`config.mk`:
```
export PLATFORM = sky130hd
export DESIGN_NAME = aq_memcpy_wr_flat
export DESIGN_NICKNAME = d
export VERILOG_FILES = /design/src/rtl/aq_memcpy_pkg.sv /design/src/rtl/aq_memcpy_wr_if.sv /design/src/rtl/aq_memcpy_burst_calc.sv /design/src/rtl/aq_memcpy_wr.sv /design/src/flat_wrapper.sv
export SDC_FILE = /design/constraint.sdc
export NUM_CORES = 1
export LEC_CHECK = 0
export CAP_MARGIN = 20
export CORE_UTILIZATION = 50
export DETAILED_ROUTE_END_ITERATION = 16
export DONT_BUFFER_PORTS = 1
export PLACE_DENSITY_LB_ADDON = 0.1
export SKIP_LAST_GASP = 1
export SLEW_MARGIN = 10
export SYNTH_ARGS = -nofsm -noshare
export SYNTH_HDL_FRONTEND = slang
export SYNTH_SLANG_ARGS = --single-unit
```
`constraint.sdc`:
```
create_clock -name CLK -period 6.39 [get_ports CLK]
set_clock_uncertainty 0.1 [all_clocks]
set_input_delay 1.278 -clock CLK [delete_from_list [all_inputs] [get_ports CLK]]
set_output_delay 1.278 -clock CLK [all_outputs]
set_load 0.02 [all_outputs]
```
`src/rtl/aq_memcpy_pkg.sv`:
```
// Shared types and constants for the memcpy write-side engine.
package aq_memcpy_pkg;

  localparam int         BOUNDARY_BYTES = 4096;
  localparam logic [1:0] RESP_OKAY      = 2'b00;
  localparam int         BLEN_WIDTH     = 9;

  typedef enum logic [2:0] {
    IDLE,
    CALC,
    WAIT_DATA,
    ADDR,
    DATA,
    RESP,
    FIN
  } state_t;

endpackage

```
`src/rtl/aq_memcpy_wr_if.sv`:
```
// AXI-style write channel bundle (AW, W, B) between the memcpy engine and memory.
// Handshake rule on every channel: a transfer happens on the rising edge where
// VALID and READY are both high; VALID and its payload hold until that edge.
interface aq_memcpy_wr_if #(
  parameter int DATA_WIDTH = 64,
  parameter int ADRS_WIDTH = 32
);
  logic [ADRS_WIDTH-1:0] M_AWADDR;
  logic [7:0]            M_AWLEN;
  logic                  M_AWVALID;
  logic                  M_AWREADY;
  logic [DATA_WIDTH-1:0] M_WDATA;
  logic                  M_WLAST;
  logic                  M_WVALID;
  logic                  M_WREADY;
  logic                  M_BVALID;
  logic [1:0]            M_BRESP;
  logic                  M_BREADY;

  modport master (
    output M_AWADDR, M_AWLEN, M_AWVALID,
    input  M_AWREADY,
    output M_WDATA, M_WLAST, M_WVALID,
    input  M_WREADY,
    input  M_BVALID, M_BRESP,
    output M_BREADY
  );

  modport slave (
    input  M_AWADDR, M_AWLEN, M_AWVALID,
    output M_AWREADY,
    input  M_WDATA, M_WLAST, M_WVALID,
    output M_WREADY,
    output M_BVALID, M_BRESP,
    input  M_BREADY
  );
endinterface

```
`src/rtl/aq_memcpy_burst_calc.sv`:
```
// Burst length = min(remaining words, BURST_MAX, words left before the next 4 KB line).
module aq_memcpy_burst_calc
  import aq_memcpy_pkg::*;
#(
  parameter int DATA_WIDTH = 64,
  parameter int BURST_MAX  = 16
) (
  input  logic [11:0]           addr_lo,
  input  logic [31:0]           remain,
  output logic [BLEN_WIDTH-1:0] blen
);
  localparam int BYTE_SHIFT = $clog2(DATA_WIDTH / 8);

  logic [12:0] room_bytes;
  logic [12:0] room_words;
  logic [12:0] cap;

  // addr_lo is word aligned, so room_bytes is always a whole number of words
  always_comb begin
    room_bytes = 13'(BOUNDARY_BYTES) - {1'b0, addr_lo};
    room_words = room_bytes >> BYTE_SHIFT;
    cap        = (room_words < 13'(BURST_MAX)) ? room_words : 13'(BURST_MAX);
    if (remain < 32'(cap)) begin
      blen = BLEN_WIDTH'(remain);
    end else begin
      blen = BLEN_WIDTH'(cap);
    end
  end

endmodule

```
`src/rtl/aq_memcpy_wr.sv`:
```
// Drains a show-ahead FIFO into incrementing write bursts, one burst in flight,
// never crossing a 4 KB line; reports completion and sticky response errors.
module aq_memcpy_wr
  import aq_memcpy_pkg::*;
#(
  parameter int DATA_WIDTH = 64,
  parameter int ADRS_WIDTH = 32,
  parameter int FIFO_DEPTH = 10,
  parameter int BURST_MAX  = 16
) (
  input  logic                  CLK,
  input  logic                  RST,
  input  logic                  START,
  input  logic [ADRS_WIDTH-1:0] DST_ADRS,
  input  logic [31:0]           LENGTH,
  output logic                  BUSY,
  output logic                  DONE,
  output logic                  ERROR,
  output logic                  FIFO_RD_ENA,
  input  logic [DATA_WIDTH-1:0] FIFO_RD_DATA,
  input  logic                  FIFO_RD_EMPTY,
  input  logic                  FIFO_RD_ALM_EMPTY,
  output logic [FIFO_DEPTH-1:0] FIFO_RD_ALM_COUNT,
  aq_memcpy_wr_if.master        m_axi,
  output state_t                DBG_STATE
);
  localparam int BYTES      = DATA_WIDTH / 8;
  localparam int BYTE_SHIFT = $clog2(BYTES);
  localparam logic [BLEN_WIDTH-1:0] BLEN_ONE = BLEN_WIDTH'(1);

  state_t                state, state_nxt;
  logic [ADRS_WIDTH-1:0] addr;
  logic [31:0]           remain;
  logic [BLEN_WIDTH-1:0] blen, blen_calc, beat;
  logic [FIFO_DEPTH-1:0] alm_count;
  logic                  wait_first;
  logic                  busy_q, done_q, error_q;
  logic                  start_acc, w_valid, w_last, w_hs, last_burst;

  aq_memcpy_burst_calc #(
    .DATA_WIDTH (DATA_WIDTH),
    .BURST_MAX  (BURST_MAX)
  ) u_burst_calc (
    .addr_lo (addr[11:0]),
    .remain  (remain),
    .blen    (blen_calc)
  );

  always_comb begin
    state_nxt  = state;
    start_acc  = 1'b0;
    w_valid    = 1'b0;
    w_last     = 1'b0;
    w_hs       = 1'b0;
    last_burst = (remain == 32'(blen));
    case (state)
      // a START coinciding with the DONE pulse belongs to the finished transfer
      IDLE: begin
        if (START && !done_q) begin
          start_acc = 1'b1;
          state_nxt = (LENGTH == '0) ? FIN : CALC;
        end
      end
      CALC: state_nxt = WAIT_DATA;
      // first cycle lets the FIFO re-evaluate ALM_EMPTY against the new threshold
      WAIT_DATA: begin
        if (!wait_first && !FIFO_RD_ALM_EMPTY && !FIFO_RD_EMPTY) state_nxt = ADDR;
      end
      ADDR: if (m_axi.M_AWREADY) state_nxt = DATA;
      DATA: begin
        w_valid = !FIFO_RD_EMPTY;
        w_last  = (beat == blen - BLEN_ONE);
        w_hs    = w_valid && m_axi.M_WREADY;
        if (w_hs && w_last) state_nxt = RESP;
      end
      RESP: if (m_axi.M_BVALID) state_nxt = last_burst ? FIN : CALC;
      FIN:  state_nxt = IDLE;
      default: state_nxt = IDLE;
    endcase
  end

  always_ff @(posedge CLK) begin
    if (RST) begin
      state      <= IDLE;
      addr       <= '0;
      remain     <= '0;
      blen       <= '0;
      beat       <= '0;
      alm_count  <= '0;
      wait_first <= 1'b0;
      busy_q     <= 1'b0;
      done_q     <= 1'b0;
      error_q    <= 1'b0;
    end else begin
      state  <= state_nxt;
      done_q <= (state == FIN);
      case (state)
        IDLE: begin
          if (start_acc) begin
            addr    <= DST_ADRS & ~ADRS_WIDTH'(BYTES - 1);
            remain  <= LENGTH;
            error_q <= 1'b0;
            busy_q  <= 1'b1;
          end
        end
        CALC: begin
          blen       <= blen_calc;
          alm_count  <= FIFO_DEPTH'(blen_calc - BLEN_ONE);
          beat       <= '0;
          wait_first <= 1'b1;
        end
        WAIT_DATA: wait_first <= 1'b0;
        DATA: begin
          if (w_hs) beat <= w_last ? '0 : beat + BLEN_ONE;
        end
        RESP: begin
          if (m_axi.M_BVALID) begin
            error_q <= error_q | (m_axi.M_BRESP != RESP_OKAY);
            remain  <= remain - 32'(blen);
            addr    <= addr + (ADRS_WIDTH'(blen) << BYTE_SHIFT);
          end
        end
        FIN: busy_q <= 1'b0;
        default: ;
      endcase
    end
  end

  assign m_axi.M_AWVALID = (state == ADDR);
  assign m_axi.M_AWADDR  = addr;
  assign m_axi.M_AWLEN   = (state == ADDR) ? 8'(blen - BLEN_ONE) : 8'd0;
  assign m_axi.M_WVALID  = w_valid;
  assign m_axi.M_WLAST   = w_last;
  assign m_axi.M_WDATA   = (state == DATA) ? FIFO_RD_DATA : '0;
  assign m_axi.M_BREADY  = (state == RESP);

  assign FIFO_RD_ENA       = w_hs;
  assign FIFO_RD_ALM_COUNT = alm_count;
  assign BUSY              = busy_q;
  assign DONE              = done_q;
  assign ERROR             = error_q;
  assign DBG_STATE         = state;

endmodule

```
`src/flat_wrapper.sv`:
```
// flat-port wrapper written by rule: the top's interface ports become plain ports
module aq_memcpy_wr_flat import aq_memcpy_pkg::*;
#(
  parameter int DATA_WIDTH = 64,
  parameter int ADRS_WIDTH = 32,
  parameter int FIFO_DEPTH = 10,
  parameter int BURST_MAX  = 16
)
  (CLK, RST, START, DST_ADRS, LENGTH, BUSY, DONE, ERROR, FIFO_RD_ENA, FIFO_RD_DATA, FIFO_RD_EMPTY, FIFO_RD_ALM_EMPTY, FIFO_RD_ALM_COUNT, DBG_STATE, m_axi_M_AWADDR, m_axi_M_AWLEN, m_axi_M_AWVALID, m_axi_M_AWREADY, m_axi_M_WDATA, m_axi_M_WLAST, m_axi_M_WVALID, m_axi_M_WREADY, m_axi_M_BVALID, m_axi_M_BRESP, m_axi_M_BREADY);
  aq_memcpy_wr_if #(.DATA_WIDTH(DATA_WIDTH), .ADRS_WIDTH(ADRS_WIDTH)) m_axi_i ();
  input  logic CLK;
  input  logic RST;
  input  logic START;
  input  logic [ADRS_WIDTH-1:0] DST_ADRS;
  input  logic [31:0] LENGTH;
  output logic BUSY;
  output logic DONE;
  output logic ERROR;
  output logic FIFO_RD_ENA;
  input  logic [DATA_WIDTH-1:0] FIFO_RD_DATA;
  input  logic FIFO_RD_EMPTY;
  input  logic FIFO_RD_ALM_EMPTY;
  output logic [FIFO_DEPTH-1:0] FIFO_RD_ALM_COUNT;
  output state_t DBG_STATE;
  output wire logic [$bits(m_axi_i.M_AWADDR)-1:0] m_axi_M_AWADDR;
  output wire logic [$bits(m_axi_i.M_AWLEN)-1:0] m_axi_M_AWLEN;
  output wire logic [$bits(m_axi_i.M_AWVALID)-1:0] m_axi_M_AWVALID;
  input wire logic [$bits(m_axi_i.M_AWREADY)-1:0] m_axi_M_AWREADY;
  output wire logic [$bits(m_axi_i.M_WDATA)-1:0] m_axi_M_WDATA;
  output wire logic [$bits(m_axi_i.M_WLAST)-1:0] m_axi_M_WLAST;
  output wire logic [$bits(m_axi_i.M_WVALID)-1:0] m_axi_M_WVALID;
  input wire logic [$bits(m_axi_i.M_WREADY)-1:0] m_axi_M_WREADY;
  input wire logic [$bits(m_axi_i.M_BVALID)-1:0] m_axi_M_BVALID;
  input wire logic [$bits(m_axi_i.M_BRESP)-1:0] m_axi_M_BRESP;
  output wire logic [$bits(m_axi_i.M_BREADY)-1:0] m_axi_M_BREADY;
  assign m_axi_M_AWADDR = m_axi_i.M_AWADDR;
  assign m_axi_M_AWLEN = m_axi_i.M_AWLEN;
  assign m_axi_M_AWVALID = m_axi_i.M_AWVALID;
  assign m_axi_i.M_AWREADY = m_axi_M_AWREADY;
  assign m_axi_M_WDATA = m_axi_i.M_WDATA;
  assign m_axi_M_WLAST = m_axi_i.M_WLAST;
  assign m_axi_M_WVALID = m_axi_i.M_WVALID;
  assign m_axi_i.M_WREADY = m_axi_M_WREADY;
  assign m_axi_i.M_BVALID = m_axi_M_BVALID;
  assign m_axi_i.M_BRESP = m_axi_M_BRESP;
  assign m_axi_M_BREADY = m_axi_i.M_BREADY;
  aq_memcpy_wr #(.DATA_WIDTH(DATA_WIDTH), .ADRS_WIDTH(ADRS_WIDTH), .FIFO_DEPTH(FIFO_DEPTH), .BURST_MAX(BURST_MAX)) u_core (.CLK(CLK), .RST(RST), .START(START), .DST_ADRS(DST_ADRS), .LENGTH(LENGTH), .BUSY(BUSY), .DONE(DONE), .ERROR(ERROR), .FIFO_RD_ENA(FIFO_RD_ENA), .FIFO_RD_DATA(FIFO_RD_DATA), .FIFO_RD_EMPTY(FIFO_RD_EMPTY), .FIFO_RD_ALM_EMPTY(FIFO_RD_ALM_EMPTY), .FIFO_RD_ALM_COUNT(FIFO_RD_ALM_COUNT), .m_axi(m_axi_i), .DBG_STATE(DBG_STATE));
endmodule
```
# [Word level (Yosys, flattened, before mapping)]
# Index checks and enable logic that the tools add are counted.
[word_totals] latchBits=0 memories=0 register_bits=99 output_inout_bits=125 romBits=0 elab_cells=86 ram_bits=0
[op_classes] eq_ne=15 addsub=6 n_reduce_logical=20 n_div=0 n_mux=32 order_cmp=2 mul=0 n_bitwise=1 shifts=0
[op_table] operator="$mux 32" count=4
[op_table] operator="$pmux 32 s2" count=2
[op_table] operator="$mux 64" count=1
[op_table] operator="$add 32x12->32" count=1
[op_table] operator="$eq 32x9->1" count=1
[op_table] operator="$logic_not 32->1" count=1
[op_table] operator="$lt 32x10->1" count=1
[op_table] operator="$sub 32x9->32" count=1
[op_table] operator="$mux 9" count=3
[op_table] operator="$mux 3" count=7
[op_table] operator="$pmux 3 s6" count=1
[op_table] operator="$pmux 9 s2" count=1
[op_table] operator="$sub 13x12->13 const A" count=1
[op_table] operator="$lt 10x5->1 const B" count=1
[op_table] operator="$mux 10" count=1
[op_table] operator="$ne 2x1->1 const B" count=5
[op_table] operator="$reduce_bool 2->1" count=5
[op_table] operator="$sub 9x1->10 const B" count=1
[op_table] operator="$add 9x1->9 const B" count=1
[op_table] operator="$eq 3x3->1 const B" count=3
[op_table] operator="$eq 9x9->1" count=1
[op_table] operator="$sub 9x1->9 const B" count=1
[op_table] operator="$mux 1" count=8
[op_table] operator="$mux 8" count=1
[op_table] operator="11 further kinds" count=23

# [Logic depth before layout (Yosys ltp)]
[depth] depth_word=6 mapped_depth=22

# [Cells and area by module]
# Synthesis repeated with hierarchy kept, for this count alone.
[hier_totals] cells_unflattened=1005 hier_area_um2=7408.4
[modules_own_cells] mod="aq_memcpy_wr" n_inst=1 cells_each=943 seq_area_each_um2=1921.8 area_each_um2=6925.4
[modules_own_cells] mod="aq_memcpy_burst_calc" n_inst=1 cells_each=62 seq_area_each_um2=0.0 area_each_um2=483.0

# [Worst setup path after synthesis]
# OpenSTA, ideal clock, no wires.
[synth_timing] path_kind="register -> register" from="register u_core.addr[4], in the netlist u_core.m_axi.M_AWADDR[4]" to="register u_core.alm_count[6], in the netlist u_core.FIFO_RD_ALM_COUNT[6]" arrival_time_ns=4.324 required_ns=6.184 setup_slack_ns=1.860 stages_incl_launch_ff=22 setup_time_ns=0.106 n_path_buf=1 cell_sequence="dfxtp_1 > inv_1 > ha_1 > or3b_4 > nor3_2 > a31oi_1 > or3_2 > inv_1 > buf_2 > nand2_1 > ha_1 > a21oi_1 > a21oi_1 > nor4_1 > o311a_4 > nand2_2 > mux2_2 > ha_1 > nand3_1 > nor2_1 > xnor2_1 > o311ai_0"
[synth_between] elab_chain_cells=6
[synth_rtl] element="from (decl)" line="aq_memcpy_wr.sv:32" source="logic [ADRS_WIDTH-1:0] addr;"
[synth_rtl] element="from (signal assigned)" line="aq_memcpy_wr.sv:100" source="addr <= DST_ADRS & ~ADRS_WIDTH'(BYTES - 1);"
[synth_rtl] element="from (signal assigned)" line="aq_memcpy_wr.sv:120" source="addr <= addr + (ADRS_WIDTH'(blen) << BYTE_SHIFT);"
[synth_rtl] element="$sub 13x12->13 (*)" line="aq_memcpy_burst_calc.sv:20" source="room_bytes = 13'(BOUNDARY_BYTES) - {1'b0, addr_lo};"
[synth_rtl] element="$lt 10x5->1" line="aq_memcpy_burst_calc.sv:22" source="cap = (room_words < 13'(BURST_MAX)) ? room_words : 13'(BURST_MAX);"
[synth_rtl] element="$mux 10 (*)" line="aq_memcpy_burst_calc.sv:22"
[synth_rtl] element="$lt 32x10->1" line="aq_memcpy_burst_calc.sv:23" source="if (remain < 32'(cap)) begin"
[synth_rtl] element="$mux 9 (*)" line="aq_memcpy_burst_calc.sv:23"
[synth_rtl] element="$sub 9x1->10 (*)" line="aq_memcpy_wr.sv:108" source="alm_count <= FIFO_DEPTH'(blen_calc - BLEN_ONE);"
[synth_rtl] element="to (signal assigned)" line="aq_memcpy_wr.sv:108"
[synth_rtl] element="to (decl)" line="aq_memcpy_wr.sv:35" source="logic [FIFO_DEPTH-1:0] alm_count;"
# Every way passes the cells marked *; elsewhere a longest branch is shown, timed or not.
# A chain may end at the register's enable or synchronous reset.

# [Final worst setup path]
# Ends and elaborated chain as after synthesis.

==> run_summary.xml <==
<?xml version="1.0" encoding="UTF-8"?>
<metrics>
  <group name="sta">
    <metric name="fmax" unit="MHz">200</metric>
    <metric name="setup_repair_after_global_routing_missed_its_margin" unit="">false</metric>
    <metric name="shortest_period_the_worst_path_allows" unit="ns">4.99</metric>
    <metric name="slew_violations" unit="">0</metric>
    <metric name="least_margin_pin_slew" unit="ns">0.977</metric>
    <metric name="fin_tns_setup" unit="ns">0</metric>
    <metric name="worst_slew_margin_rel" unit="%">34.3</metric>
    <metric name="post-route-period-util" unit="%">78.1</metric>
    <metric name="setup_viol" unit="">0</metric>
    <metric name="final-hold-violation-count" unit="">0</metric>
  </group>
  <group name="floorplan">
    <metric name="floorplan.initialDensity" unit="%">51.3</metric>
    <metric name="die-height" unit="um">124</metric>
    <metric name="io_pins" unit="">263</metric>
    <metric name="die_x" unit="um">124</metric>
    <metric name="floorplan.core_area" unit="um2">14500</metric>
    <metric name="row_count" unit="">44</metric>
    <metric name="die_area" unit="um2">15400</metric>
  </group>
  <group name="grt">
    <metric name="global_route.usage.total" unit="%">32.5</metric>
    <metric name="global_route.usage.met2" unit="%">51.4</metric>
    <metric name="grt_overflow_total" unit="">0</metric>
    <metric name="grt_pass1_wl" unit="um">38000</metric>
    <metric name="first_global_vias" unit="">6792</metric>
    <metric name="global_route_met1_utilization" unit="%">42.1</metric>
    <metric name="grtUsageMet3" unit="%">7.83</metric>
    <metric name="grt_start_max_net_pins" unit="">84</metric>
    <metric name="globalRoute.busiestLayer" unit="">met2</metric>
    <metric name="grt_antenna_before_repair" unit="">6</metric>
  </group>
  <group name="synthesis">
    <metric name="synth.yosys.warnings" unit="">0</metric>
    <metric name="synth_simple_gate_area_share" unit="%">32.8</metric>
    <metric name="netlist_area_before_placement" unit="um2">7450</metric>
    <metric name="synthMuxAreaShare" unit="%">1.38</metric>
    <metric name="synth_sequential_area_ratio" unit="%">25.8</metric>
    <metric name="synthesis.instances" unit="">1011</metric>
    <metric name="ys_ff_latch" unit="">96</metric>
    <metric name="count_of_flip_flops_with_a_built_in_enable_after_synthesis" unit="">0</metric>
    <metric name="synth_compound_area_share" unit="%">25.3</metric>
    <metric name="synth_fa_ha_area_share" unit="%">5.91</metric>
    <metric name="synth_top_family_by_area" unit="">simple AND/OR/NAND/NOR gates</metric>
    <metric name="yosys_most_used_dff" unit="">dfxtp_1</metric>
    <metric name="asyncSetResetFlopFracSynth" unit="%">0</metric>
    <metric name="yosys.cell_types.count" unit="">77</metric>
    <metric name="avgSynthCellArea" unit="um2">7.37</metric>
    <metric name="yosys.area_share.xor_xnor" unit="%">3.53</metric>
  </group>
  <group name="job">
    <metric name="maxCapViolCount" unit="">0</metric>
  </group>
  <group name="placed_design">
    <metric name="io_buffer_count" unit="">0</metric>
    <metric name="placed_cell_area" unit="um2">7500</metric>
    <metric name="dp_hpwl" unit="um">18200</metric>
    <metric name="gp_routability_congestion" unit="">0.947</metric>
  </group>
  <group name="critical_path">
    <metric name="worstRegToRegCells" unit="">20</metric>
    <metric name="worstSetupPathType" unit="">register to register</metric>
    <metric name="crit_path_start" unit="">u_core.m_axi.M_AWADDR[4]</metric>
    <metric name="crit_path_end_kind" unit="">register</metric>
    <metric name="critical_path.startpoint_type" unit="">register</metric>
    <metric name="crit_fanout" unit="">11</metric>
    <metric name="crit_required" unit="ns">6.54</metric>
    <metric name="cp-endpoint" unit="">u_core.FIFO_RD_ALM_COUNT[6]</metric>
    <metric name="rrSetupSlack" unit="ns">1.40</metric>
    <metric name="reg_to_reg_startpoint" unit="">u_core.m_axi.M_AWADDR[4]</metric>
    <metric name="r2r_end" unit="">u_core.FIFO_RD_ALM_COUNT[6]</metric>
    <metric name="worst_ep_arrival_time" unit="ns">5.14</metric>
  </group>
  <group name="cts">
    <metric name="clk_pin_slew_worst_paths" unit="ns">0.07</metric>
    <metric name="clkSinkCount" unit="">96</metric>
    <metric name="cts_resized" unit="">0</metric>
    <metric name="cts_max_path_buffers" unit="">2</metric>
    <metric name="cts.hold.buffers_added" unit="">0</metric>
    <metric name="post_cts_setup_repair_buffer_count" unit="">0</metric>
    <metric name="tritoncts_clock_tree" unit="">built</metric>
    <metric name="cts.htree.levels" unit="">3</metric>
    <metric name="clk_latency" unit="ns">0.35</metric>
    <metric name="cts_buffers" unit="">9</metric>
    <metric name="ctsRootBufferMaster" unit="">clkbuf_16</metric>
  </group>
  <group name="detailed_routing">
    <metric name="ant_nets" unit="">0</metric>
    <metric name="route.detailed.vias_per_inst" unit="">6.65</metric>
    <metric name="detail_route.drc_violations" unit="">0</metric>
    <metric name="detailedRoute.firstIterationViolations" unit="">740</metric>
    <metric name="first_pass_iters" unit="">5</metric>
    <metric name="vias" unit="">7725</metric>
    <metric name="post_drt_wl_per_cell" unit="um">21.8</metric>
    <metric name="drt_wl_total" unit="um">25300</metric>
  </group>
  <group name="layout">
    <metric name="layout-drive-gt1-share" unit="%">4.95</metric>
    <metric name="layout.filler_cells" unit="">1445</metric>
    <metric name="final_core_util" unit="%">53.9</metric>
    <metric name="layout.cells.most_common" unit="">nor2_1</metric>
    <metric name="layout_common_cells" unit="">100 x nor2_1, 95 x dfxtp_1, 80 x and3_1</metric>
    <metric name="finish.net_count" unit="">1137</metric>
    <metric name="final_area" unit="um2">7830</metric>
    <metric name="area.growth.synth_to_final" unit="%">5.09</metric>
  </group>
  <group name="power_and_ir_drop">
    <metric name="power.ir.vdd_worst" unit="uV">174</metric>
    <metric name="p_total" unit="W">0.00321</metric>
    <metric name="power.density_cell_area" unit="nW/um2">410</metric>
    <metric name="p_leak" unit="nW">3.07</metric>
  </group>
  <group name="hold_path">
    <metric name="min_path_type" unit="">register to register</metric>
  </group>
  <group name="run_status">
    <metric name="run_status" unit="">finished clean</metric>
  </group>
</metrics>
==> layout make-up <==
cell class              count  area [um2]  area share (%)
clock buffers              11         233            2.97
multi-input cells         822        5180            66.2
well taps                 184         230            2.94
repair buffers             10        87.6            1.12
inverters                  26        97.6            1.25
flip-flops and latches     96        1920            24.6
diodes                      7        17.5           0.224
clock inverters             5        57.6           0.735
==> critical path, stage by stage, from the launching register on <==
cell,delay [ns]
dfxtp_1,0.41
inv_1,0.18
ha_1,0.18
or3b_4,0.39
nor3_2,0.16
a31oi_1,0.09
or3_2,0.52
inv_1,0.27
nand2_1,0.10
ha_1,0.32
a21oi_1,0.14
a21oi_1,0.08
nor4_1,0.28
o311a_4,0.28
nand2_2,0.13
mux2_2,0.34
ha_1,0.26
nand3_1,0.16
nor2_1,0.07
xnor2_1,0.13
o311ai_0,0.30
==> kinds of logic after synthesis <==
logic type / Yosys count
xor+xnor: 30
fa+ha+maj: 34
simple gates: 460
flops: 96
compound gates: 280
other cells: 2
buf+inv: 99
mux: 10
==> worst min path at each step <==
stage / slack [ns] / cells past startpoint / endpoint / startpoint
floorplan: 0.34 / 2 / u_core.remain[15] / u_core.remain[15]
global placement: 0.37 / 2 / u_core.remain[15] / u_core.remain[15]
detailed placement: 0.37 / 2 / u_core.wait_first / u_core.wait_first
CTS: 0.38 / 2 / u_core.wait_first / u_core.wait_first
global route: 0.42 / 2 / u_core.remain[0] / u_core.remain[0]
finish: 0.38 / 2 / u_core.wait_first / u_core.wait_first
==> per-stage QoR <==
step                      setup WS, ns  hold slack (ns)  instances
final                             1.40            0.381       1161
after global routing              1.01            0.415       1160
after CTS                         1.38            0.382       1153
after detailed placement          1.40            0.372       1137
after global placement            1.45            0.368       1137
after floorplan                   1.86            0.344       1017
==> power breakdown <==
group	total, W	internal, W	switching (W)
clock	0.000551	0.000304	0.000247
sequential	0.00105	0.000738	0.000312
combinational	0.00161	0.000598	0.00101
==> cell usage after synthesis (all sizes together) (5+ instances only) <==
cell,count,area (um2)
nor2,102,383
dfxtp,96,1920
and3,81,508
nand2,81,307
a21oi,63,315
clkbuf,63,236
o21ai,57,285
nor3,43,220
nand3,33,165
ha,32,400
a211oi,31,233
nor4,27,190
inv,25,93.8
xnor2,20,175
a31oi,17,106
o21a,14,105
a311oi,13,114
and2,13,82.6
nand3b,11,82.6
a22oi,10,75.1
buf,10,55.1
nand4,10,62.6
nor2b,10,62.6
xor2,10,87.6
nand2b,9,56.3
o211ai,9,67.6
or3,9,57.6
or4,9,71.3
mux2i,8,80.1
o22ai,8,50.1
and4,7,63.8
a21o,6,45.0
o311ai,6,52.6
o31ai,6,45.0
a2111oi,5,43.8
a32o,5,50.1
==> registers in the layout, indices dropped and copies added, names as in the netlist <==
register and cells:
u_core.ERROR 1, u_core.m_axi.M_AWADDR 29, u_core.DONE 1, u_core.blen 9, u_core.BUSY 1, u_core.FIFO_RD_ALM_COUNT 10
u_core.remain 32, u_core.beat 9, u_core.DBG_STATE 3, u_core.wait_first 1
==> routing by layer <==
metal | routed length [um] | share of wire (%) | vias up
li1 | - | - | 3703
met1 | 10600 | 42 | 3641
met2 | 11600 | 46 | 340
met3 | 2180 | 8.6 | 41
met4 | 871 | 3.4 | 0
met5 | 0 | 0 | -
Note: power is estimated with default switching activity, not from simulation.
